===== src/rtl/delay_line.sv =====
// -----------------------------------------------------------------------------
// delay_line
//
// Fixed-depth sample delay line with an intermediate tap and a fill counter.
// Each enabled clock shifts a new sample into stage 1 and moves every held
// sample one stage further. The last stage is the full-depth delayed output.
// A fill counter tracks how many genuine samples the line holds, so that
// downstream logic can ignore dout until the line has primed.
//
// Ports
//   clk       in   1      single clock, all state updates on the rising edge
//   rst       in   1      synchronous active-high reset, highest priority
//   en        in   1      sample strobe, advances the line by one stage
//   flush     in   1      synchronous clear of stages and fill count
//   din       in   WIDTH  sample written into stage 1
//   tap_sel   in   SEL_W  tap select, value k selects stage k+1
//   dout      out  WIDTH  contents of stage DEPTH
//   tap_out   out  WIDTH  contents of the selected stage, zero if out of range
//   fill_cnt  out  CNT_W  number of valid samples held, saturates at DEPTH
//   full      out  1      fill_cnt == DEPTH, dout carries a genuine sample
// -----------------------------------------------------------------------------
module delay_line #(
    parameter int WIDTH = 17,              // sample width, 1..32
    parameter int DEPTH = 4,               // number of stages, 2..32
    localparam int SEL_W = $clog2(DEPTH),
    localparam int CNT_W = $clog2(DEPTH + 1)
) (
    input  logic             clk,
    input  logic             rst,
    input  logic             en,
    input  logic             flush,
    input  logic [WIDTH-1:0] din,
    input  logic [SEL_W-1:0] tap_sel,
    output logic [WIDTH-1:0] dout,
    output logic [WIDTH-1:0] tap_out,
    output logic [CNT_W-1:0] fill_cnt,
    output logic             full
);

    localparam logic [CNT_W-1:0] FULL_CNT = CNT_W'(DEPTH);

    // stage[k] holds stage k+1 of the line: stage[0] is the newest sample,
    // stage[DEPTH-1] the oldest.
    logic [WIDTH-1:0] stage [DEPTH];

    // -------------------------------------------------------------------------
    // Shift register and fill counter
    // -------------------------------------------------------------------------
    // rst and flush clear exactly the same state, so they share one branch;
    // both outrank en, which means a sample presented alongside either is lost.
    // NOTE: every stage is cleared on reset, not just the counter, because
    // dout and tap_out must be known zeros right after reset.
    always_ff @(posedge clk) begin
        if (rst || flush) begin
            for (int k = 0; k < DEPTH; k++) begin
                stage[k] <= '0;
            end
            fill_cnt <= '0;
        end else if (en) begin
            // NOTE: non-blocking assignments let every stage read its
            // neighbour's old value, giving a true shift regardless of order.
            stage[0] <= din;
            for (int k = 1; k < DEPTH; k++) begin
                stage[k] <= stage[k-1];
            end
            if (fill_cnt != FULL_CNT) begin
                fill_cnt <= fill_cnt + CNT_W'(1);
            end
        end
    end

    // -------------------------------------------------------------------------
    // Outputs
    // -------------------------------------------------------------------------
    assign dout = stage[DEPTH-1];
    assign full = (fill_cnt == FULL_CNT);

    // Tap mux. Select codes at or above DEPTH (only reachable when DEPTH is
    // not a power of two) match no stage and fall through to zero.
    // NOTE: tap_out is given its default before the loop so no path through
    // the block leaves it unassigned, which would otherwise infer a latch.
    always_comb begin
        tap_out = '0;
        for (int k = 0; k < DEPTH; k++) begin
            if (tap_sel == SEL_W'(k)) begin
                tap_out = stage[k];
            end
        end
    end

endmodule


===== config.mk =====
export PLATFORM = sky130hd
export DESIGN_NAME = delay_line
export DESIGN_NICKNAME = d
export VERILOG_FILES = /design/src/rtl/delay_line.sv
export SDC_FILE = /design/constraint.sdc
export NUM_CORES = 1
export LEC_CHECK = 0
export CAP_MARGIN = 20
export CORE_MARGIN = 4
export CORE_UTILIZATION = 52
export DETAILED_ROUTE_END_ITERATION = 12
export PLACE_DENSITY = 0.79
export SETUP_SLACK_MARGIN = 0.05
export SYNTH_ARGS = -nofsm -noshare
export SYNTH_HDL_FRONTEND = slang
export SYNTH_SLANG_ARGS = --single-unit

===== constraint.sdc =====
create_clock -name clk -period 4.15 [get_ports clk]
set_input_delay 1.245 -clock clk [delete_from_list [all_inputs] [get_ports clk]]
set_output_delay 1.245 -clock clk [all_outputs]
set_load 0.03 [all_outputs]

==> impl_metrics.ini, run 1 <==
[route]
wl_um = 5950
drt_iter0_drc = 183
routed_via_density = 5.74
postRouteAntennaNets = 0
first_pass_iters = 4
vias = 1888
wire_per_inst_um = 18.1
route.detailed.drc = 0

[floorplan]
die_area_mm2 = 0.00762
io_pins = 61
start_util_pct = 54.3
rows = 28
die_h_um = 87.3
core_area_mm2 = 0.00603
die_w_um = 87.3

[job]
maxCapViolCount = 0

[grt]
grt_antenna_before_repair = 0
grt_remaining_overflow = 0
grt_max_degree = 72
grt_pass1_wl_um = 9630
grt_usage_pct = 16.8
grt_pass1_vias = 1859

[finish]
multi_input_area_um2 = 943
regArea_mm2 = 0.00210
syn2layout_area_growth_pct = 21.2
drive_gt1_share_pct = 18.1
final_area_mm2 = 0.00396
fillers = 437
antenna_cells = 0
fin_nets = 274

[worst_setup_path]
critical_path_arrival_ps = 2820
slowest_stage = clkdlybuf4s50_1
cp_cell_sequence = clkdlybuf4s50_1 -> buf_12 -> mux4_2 -> dlygate4sd2_1
crit_fanout = 17
worstPathRequired_ps = 2900
max_stage_delay_ps = 510
cp-start-kind = input port
worstSetupEndpointType = output pin
worstSetupPathType = input port to output pin

[logic_synthesis]
yosys-top-cells-area = edfxtp_1 (62%), and3_1 (13%), mux4_2 (6.9%)
synth_nets = 232
ys_seq_area_share_pct = 64.3
synth_top_cell_by_area = edfxtp_1
synth_top_area_share_pct = 62.4
synth_ff_type = edfxtp_1
synth.avg_cell_area_um2 = 15.8
synth_warnings = 0
yosys.cell_types.count = 24
synth_common_cells = and3_1 (68), edfxtp_1 (68), buf_4 (17), clkbuf_1 (12), mux4_2 (10)
synthCells = 207
ys_seq_elements = 71
syn-cell-area_mm2 = 0.00327
async_flop_share_pct = 0
synth_edf_count = 68

[timing]
relSlewSlack_pct = 63.5
finalCritPeriodShare_pct = 98.0
fin_ws_ps = 82.5
fin_skew_ps = 10.8
slew_violations = 0
rsz0062_at_grt = false
setup_viol = 0
tightestPinTransition_ps = 547
timing.fmax_mhz = 246
period_minus_slack_ps = 4070
finalHoldViolCount = 0

[clock_tree]
ctsRootBufferMaster = clkbuf_8
cts_tree = done
htree_levels = 3
clock_sinks = 71
clockBufferDepth = 2
cts_buffers = 9
insertion_delay_ps = 330
clk_pin_slew_worst_paths_ps = 70

[placed_design]
postPlaceCellArea_mm2 = 0.00381
portBuffers = 60
hpwl_um = 3630
place_ws_ps = -246
gp_congestion = 0.798

[power]
power_density_mw_per_mm2 = 379
p_leak_nw = 1.78
peakVddDrop_mv = 0.222

[status]
status = complete, no violations

[min_path]
hold_class = register to register
[where the power goes]
part | leakage, nW | total, mW | internal, mW | switching, mW
Clock | 0.0937 | 0.497 | 0.266 | 0.231
Sequential | 0.814 | 0.834 | 0.817 | 0.0174
Combinational | 0.876 | 0.169 | 0.0759 | 0.0935
[through the flow]
step / instances / utilization [%] / hold slack [ps] / power [mW] / setup TNS [ps]
after floorplan: 207 / - / 538 / 0.957 / 0
after global placement: 313 / 63.3 / 477 / 1.02 / -3110
after detailed placement: 313 / 63.3 / 498 / 1.03 / -3360
after CTS: 329 / 66.3 / 509 / 1.52 / 0
after global routing: 329 / 65.8 / 553 / 1.56 / 0
final: 329 / 65.8 / 502 / 1.50 / 0
[cell families (layout without fill, tap and decap cells)]
| family | Yosys count | in the layout | synth area share, % |
|---|---|---|---|
| AOI/OAI and AO/OA | 4 | 4 | 0.995 |
| xor gates and xnor gates | 1 | 1 | 0.268 |
| adders and majority gates | 2 | 2 | 0.765 |
| buffers and inverters | 37 | 84 | 7.08 |
| DFF | 71 | 71 | 64.3 |
| muxes | 17 | 17 | 12.5 |
| and+or+nand+nor | 75 | 75 | 14.1 |
[layout make-up]
type	instances	share of cell area (%)
sequential	71	53.0
clock buffer	15	4.45
multi-input combinational	99	23.8
timing repair buffer	66	16.0
inverter	2	0.189
tap	75	2.37
clock inverter	1	0.126
[critical path, delay by kind of cell]
| kind | cells | cell delay [ps] |
|---|---|---|
| mux | 1 | 500 |
| buf+inv | 3 | 1080 |
[final timing paths]
path	cells after the start	to	from	slack (ps)
setup / recovery	4	tap_out[6]	tap_sel[0]	80
setup reg to reg	5	fill_cnt[0]	fill_cnt[0]	2930
hold / removal	2	fill_cnt[1]	fill_cnt[1]	500
hold reg to reg	2	fill_cnt[1]	fill_cnt[1]	500
[per-layer routing]
layer	part of all wire [%]	GRT usage [%]	vias to the layer above
li1	-	-	881
met1	46	23.2	945
met2	48	25.5	56
met3	4.6	3.60	6
met4	1.3	7.67	0
met5	0	0	-
[cell usage in the layout, fill, tap and decap left out, drive strengths merged]
cell type      netlist  routed
and3                68      68
edfxtp              68      68
clkdlybuf4s50        0      42
clkbuf              14      21
mux4                17      17
clkdlybuf4s15        0       8
buf                 21       8
dfxtp                3       3
inv                  2       2
nand2                2       2
ha                   2       2
dlygate4sd2          0       2
and2                 1       1
or3                  1       1
nor2                 1       1
a21boi               1       1
nand3                1       1
o21ai                1       1
xnor2                1       1
nor3                 1       1
o211ai               1       1
o41ai                1       1
clkinv               0       1
[state kept, by name, indices dropped and copies added (netlist names)]
signal    flops
fill_cnt      3
stage        68
[what timing repair did]
item,in CTS,in global routing
hold buffers,0,0
setup endpoints to repair,17,9
resized for setup,35,12
hold endpoints to repair,0,0
pin swaps,0,0
setup buffers,0,0
No activity file was read; power rests on OpenSTA's default activity.
==> run 2: changes to the inputs <==
--- a/config.mk
+++ b/config.mk
@@ -7,10 +7,12 @@
 export LEC_CHECK = 0
 export CAP_MARGIN = 20
 export CORE_MARGIN = 4
-export CORE_UTILIZATION = 52
+export CORE_UTILIZATION = 56
+export CTS_CLUSTER_SIZE = 16
 export DETAILED_ROUTE_END_ITERATION = 12
-export PLACE_DENSITY = 0.79
+export PLACE_DENSITY = 0.84
 export SETUP_SLACK_MARGIN = 0.05
+export SLEW_MARGIN = 15
 export SYNTH_ARGS = -nofsm -noshare
 export SYNTH_HDL_FRONTEND = slang
 export SYNTH_SLANG_ARGS = --single-unit
==> constraint.sdc (replaced) <==
create_clock -name clk -period 4.75 [get_ports clk]
set_input_delay 1.425 -clock clk [delete_from_list [all_inputs] [get_ports clk]]
set_output_delay 1.425 -clock clk [all_outputs]
set_load 0.03 [all_outputs]
==> run 2 against run 1 <==
  * Via count increased by 0.21%
  * Critical path depth unchanged
  * First-iteration DRC count decreased by 25%
  * Total power decreased by 11%
  * Highest routed layer unchanged
  * Cell area increased by 1.0%
  * Worst hold slack got worse by 5.3 ps
  * Sequential share of layout area decreased by 0.53 points
  * Global-route usage increased by 0.18 points
  * Sequential power decreased by 13%
  * Die area decreased by 6.5%
  * Final cell count decreased by 1.2%
  * Critical endpoint is now tap_out[3]
  * Non-clock buffer count decreased by 1
==> impl_metrics.ini, run 2 (synthesis results as in run 1) <==
[clock_tree]
cts_buffers = 9
htree_levels = 3
cts_setup_buffers = 0
clockBufferDepth = 2
cts_tree = done
insertion_delay_ps = 340
clock_sinks = 71
ctsRootBufferMaster = clkbuf_8
cts_hold_buffers = 0
clk_pin_slew_worst_paths_ps = 70

[power]
power_density_mw_per_mm2 = 333
p_leak_nw = 1.94
peakVddDrop_mv = 0.211

[placed_design]
gp_congestion = 0.707
portBuffers = 60
hpwl_um = 3630
place_ws_ps = -7.33
postPlaceCellArea_mm2 = 0.00380
dp_cells = 309

[grt]
grt_usage_pct = 16.9
grt_pass1_wl_um = 9210
grt_remaining_overflow = 0
grt_antenna_before_repair = 0
grt_pass1_vias = 1791
grt_max_degree = 71

[route]
wire_per_inst_um = 18.1
route.detailed.drc = 0
routed_via_density = 5.82
first_pass_iters = 4
vias = 1892
wl_um = 5870
postRouteAntennaNets = 0
drt_iter0_drc = 137

[finish]
multi_input_area_um2 = 943
layout.cells.non_filler = 325
fin_nets = 273
regMostFlops = stage
utilization_pct = 71.8
final_area_mm2 = 0.00400
syn2layout_area_growth_pct = 22.4
mostFrequentLayoutCells = and3_1 (68), edfxtp_1 (68), clkdlybuf4s50_1 (42)
regArea_mm2 = 0.00210
drive_gt1_share_pct = 12.6
largest_reg_flops = 68
antenna_cells = 0
fillers = 390
top_regs = stage (68), fill_cnt (3)

[job]
maxCapViolCount = 0

[floorplan]
start_util_pct = 58.7
core_area_mm2 = 0.00557
io_pins = 61
die_h_um = 84.4
die_w_um = 84.4
die_area_mm2 = 0.00713
rows = 27

[timing]
setup_viol = 0
relSlewSlack_pct = 44.3
period_minus_slack_ps = 4500
finalCritPeriodShare_pct = 94.7
timing.fmax_mhz = 222
fin_ws_ps = 253
slew_violations = 0
rsz0062_at_grt = false
tightestPinTransition_ps = 834
fin_skew_ps = 9.02
finalHoldViolCount = 0

[worst_setup_path]
critical_path_arrival_ps = 3070
worstSetupPathType = input port to output pin
worstSetupEndpointType = output pin
cp-start-kind = input port
crit_fanout = 17
worstPathRequired_ps = 3320

[status]
status = complete, no violations

[min_path]
hold_class = register to register
run 2: cell types whose count changed in the layout (fill, tap and decap cells not counted), moves of 2 or more:
cell,previous run,this run
dlymetal6s2s_1,0,9
clkbuf_2,6,0
clkdlybuf4s15_2,6,0
clkdlybuf4s15_1,2,0
dlygate4sd2_1,2,8
run 2: cell type report:
type,instances,share of cell area [%]
inverter,2,0.188
tap,72,2.25
multi-input combinational,99,23.6
sequential,71,52.5
clock buffer,16,4.75
timing repair buffer,65,16.7
run 2: stage by stage:
| step | power (mW) | hold WS (ps) | TNS [ps] |
|---|---|---|---|
| 3_3_place_gp | 0.893 | 471 | 0 |
| 2_1_floorplan | 0.836 | 538 | 0 |
| 3_5_place_dp | 0.897 | 488 | -7.33 |
| 5_1_grt | 1.38 | 546 | 0 |
| 4_1_cts | 1.34 | 499 | 0 |
| 6_report | 1.33 | 496 | 0 |
run 2: where the power goes:
part	total, mW	leakage, nW	switching [mW]	internal (mW)
clock	0.457	0.0970	0.209	0.248
combinational	0.149	1.03	0.0805	0.0684
sequential	0.729	0.814	0.0151	0.714
run 2: what timing repair did:
item | CTS | global route
gates cloned | 0 | 0
endpoints found under the setup margin | 8 | 9
pin swaps | 0 | 0
gates resized for setup | 8 | 9
run 2: worst max-delay path, stage by stage:
cell and delay (ps):
clkdlybuf4s50_1 510, buf_12 190, mux4_1 560, dlygate4sd2_1 380
run 2: worst paths after layout:
check                           cells after the start         from          end  slack, ps
worst min register to register                      2  fill_cnt[1]  fill_cnt[1]        500
worst max-delay path                                4   tap_sel[0]   tap_out[3]        250
worst max register to register                      5  fill_cnt[0]  fill_cnt[0]       3510
worst min-delay path                                2  fill_cnt[1]  fill_cnt[1]        500
run 2: layer usage:
metal	track usage [%]	routed length, um	vias to the layer above	part of all wire [%]
li1	-	-	881	-
met1	21.8	2540	930	43
met2	26.6	2780	74	47
met3	6.58	461	7	7.9
met4	5.61	80	0	1.4
met5	0	0	-	0
==> run 3: changes to the inputs <==
--- a/config.mk
+++ b/config.mk
@@ -16,3 +16,4 @@
 export SYNTH_ARGS = -nofsm -noshare
 export SYNTH_HDL_FRONTEND = slang
 export SYNTH_SLANG_ARGS = --single-unit
+export TNS_END_PERCENT = 20
==> run 3 against run 2 <==
  * Worst hold slack got worse by 2.4 ps
  * Die area unchanged
  * Sequential power about the same
  * First-iteration DRC count increased by 6.6%
  * Sequential share of layout area decreased by 0.34 points
  * Register-to-register slack about the same
  * Worst setup slack got worse by 2.9 ps
  * Wire length increased by 1.1%
  * Final cell count unchanged
  * Critical path depth unchanged
  * Critical endpoint unchanged
==> impl_metrics.ini, run 3 (synthesis results as in run 1) <==
[worst_setup_path]
critical_path_arrival_ps = 3080
crit_fanout = 17
worstSetupEndpointType = output pin
r2r_end = fill_cnt[0]
max_stage_delay_ps = 570
timing.rr.start = fill_cnt[0]
cp_cell_sequence = clkdlybuf4s50_1 -> buf_12 -> mux4_1 -> dlygate4sd2_1
setup.worst_path.start = tap_sel[0]
slowest_stage = mux4_1
worst_r2r_path_depth = 5
worstSetupPathType = input port to output pin
cp-start-kind = input port
endpoint = tap_out[3]
r2r_slack_ps = 3510
worstPathRequired_ps = 3320

[finish]
largest_reg_flops = 68
syn2layout_area_growth_pct = 23.2
antenna_cells = 0
top_regs = stage (68), fill_cnt (3)
multi_input_area_um2 = 943
final_area_mm2 = 0.00403
fin_nets = 273
regArea_mm2 = 0.00210
utilization_pct = 72.3
regMostFlops = stage
drive_gt1_share_pct = 12.6
fillers = 386
mostFrequentLayoutCells = and3_1 (68), edfxtp_1 (68), clkdlybuf4s50_1 (42)

[job]
maxCapViolCount = 0

[placed_design]
place_ws_ps = -7.33
portBuffers = 60
hpwl_um = 3630
postPlaceCellArea_mm2 = 0.00380
gp_congestion = 0.707

[clock_tree]
clockBufferDepth = 2
cts_buffers = 9
cts_tree = done
clock_sinks = 71
ctsRootBufferMaster = clkbuf_8
insertion_delay_ps = 340
htree_levels = 3
cts_hold_buffers = 0
clk_pin_slew_worst_paths_ps = 70

[grt]
grt_antenna_before_repair = 0
grt_usage_pct = 17.0
grt_pass1_wl_um = 9230
grt_remaining_overflow = 0
grt_max_degree = 71
grt_pass1_vias = 1792

[power]
p_leak_nw = 2.02
power_density_mw_per_mm2 = 332
power_frac_seq_pct = 54.5
p_sw_share_pct = 22.8
p_sw_mw = 0.305
p_int_mw = 1.03
pwr-share-clk_pct = 34.2
peakVddDrop_mv = 0.221
combPwrFrac_pct = 11.3
p_total_mw = 1.34

[status]
status = complete, no violations

[timing]
fin_setup_tns_ps = 0
tightestPinTransition_ps = 823
period_minus_slack_ps = 4500
relSlewSlack_pct = 45.0
finalCritPeriodShare_pct = 94.7
slew_violations = 0
fin_ws_ps = 250
fin_skew_ps = 8.26
timing.fmax_mhz = 222
setup_viol = 0
rsz0062_at_grt = false
finalHoldViolCount = 0

[route]
top_layer = met4
routed_via_density = 5.86
first_pass_iters = 4
met2_length_um = 2810
postRouteAntennaNets = 0
wl_um = 5930
met1_length_um = 2470
wire_per_inst_um = 18.2
drt_iter0_drc = 146
wl_met3_um = 564
vias = 1904
route.detailed.drc = 0

[floorplan]
start_util_pct = 58.7
die_h_um = 84.4
io_pins = 61
die_w_um = 84.4
rows = 27
die_area_mm2 = 0.00713
core_area_mm2 = 0.00557

[min_path]
hold_class = register to register
-- run 3: timing repair --
item,in CTS,in global routing
buffers inserted,0,0
setup endpoints to repair,8,16
gates resized for setup,1,16
pin swaps,0,0
-- run 3: stage by stage --
step / std cells / hold WS (ps)
final: 325 / 494
after floorplan: 207 / 538
after detailed placement: 309 / 488
after CTS: 325 / 499
after global placement: 309 / 471
after global routing: 325 / 546
-- run 3: how the worst min path moves through the flow --
stage	from	endpoint	slack (ps)	cells after the start
3_5_place_dp	fill_cnt[1]	fill_cnt[1]	490	2
4_1_cts	fill_cnt[1]	fill_cnt[1]	500	2
6_report	fill_cnt[1]	fill_cnt[1]	490	2
3_3_place_gp	fill_cnt[1]	fill_cnt[1]	470	2
5_1_grt	fill_cnt[1]	fill_cnt[1]	550	2
2_1_floorplan	stage[0][17]	stage[0][34]	540	1
-- run 3: routing by layer --
metal / vias to the layer above / track usage [%]
li1: 881 / -
met3: 7 / 6.58
met2: 84 / 26.6
met5: - / 0
met1: 932 / 21.9
met4: 0 / 5.61
-- run 3: final cells by class --
| cell class | count | share of cell area [%] |
|---|---|---|
| multi-input cells | 99 | 23.4 |
| well taps | 72 | 2.24 |
| flip-flops and latches | 71 | 52.2 |
| inverters | 2 | 0.186 |
| repair buffers | 65 | 17.3 |
| clock buffers | 16 | 4.72 |
-- run 3: critical path: cells and delay by family --
kind,cells,cell delay (ps)
multiplexers,1,570
buffers and inverters,3,1080
-- run 3: power groups by stage --
stage	Combinational, mW	Clock [mW]	Sequential, mW
3_3_place_gp	0.153	0	0.740
6_report	0.151	0.457	0.729
2_1_floorplan	0.0992	0	0.737
4_1_cts	0.154	0.462	0.729
5_1_grt	0.160	0.493	0.732
3_5_place_dp	0.155	0	0.742
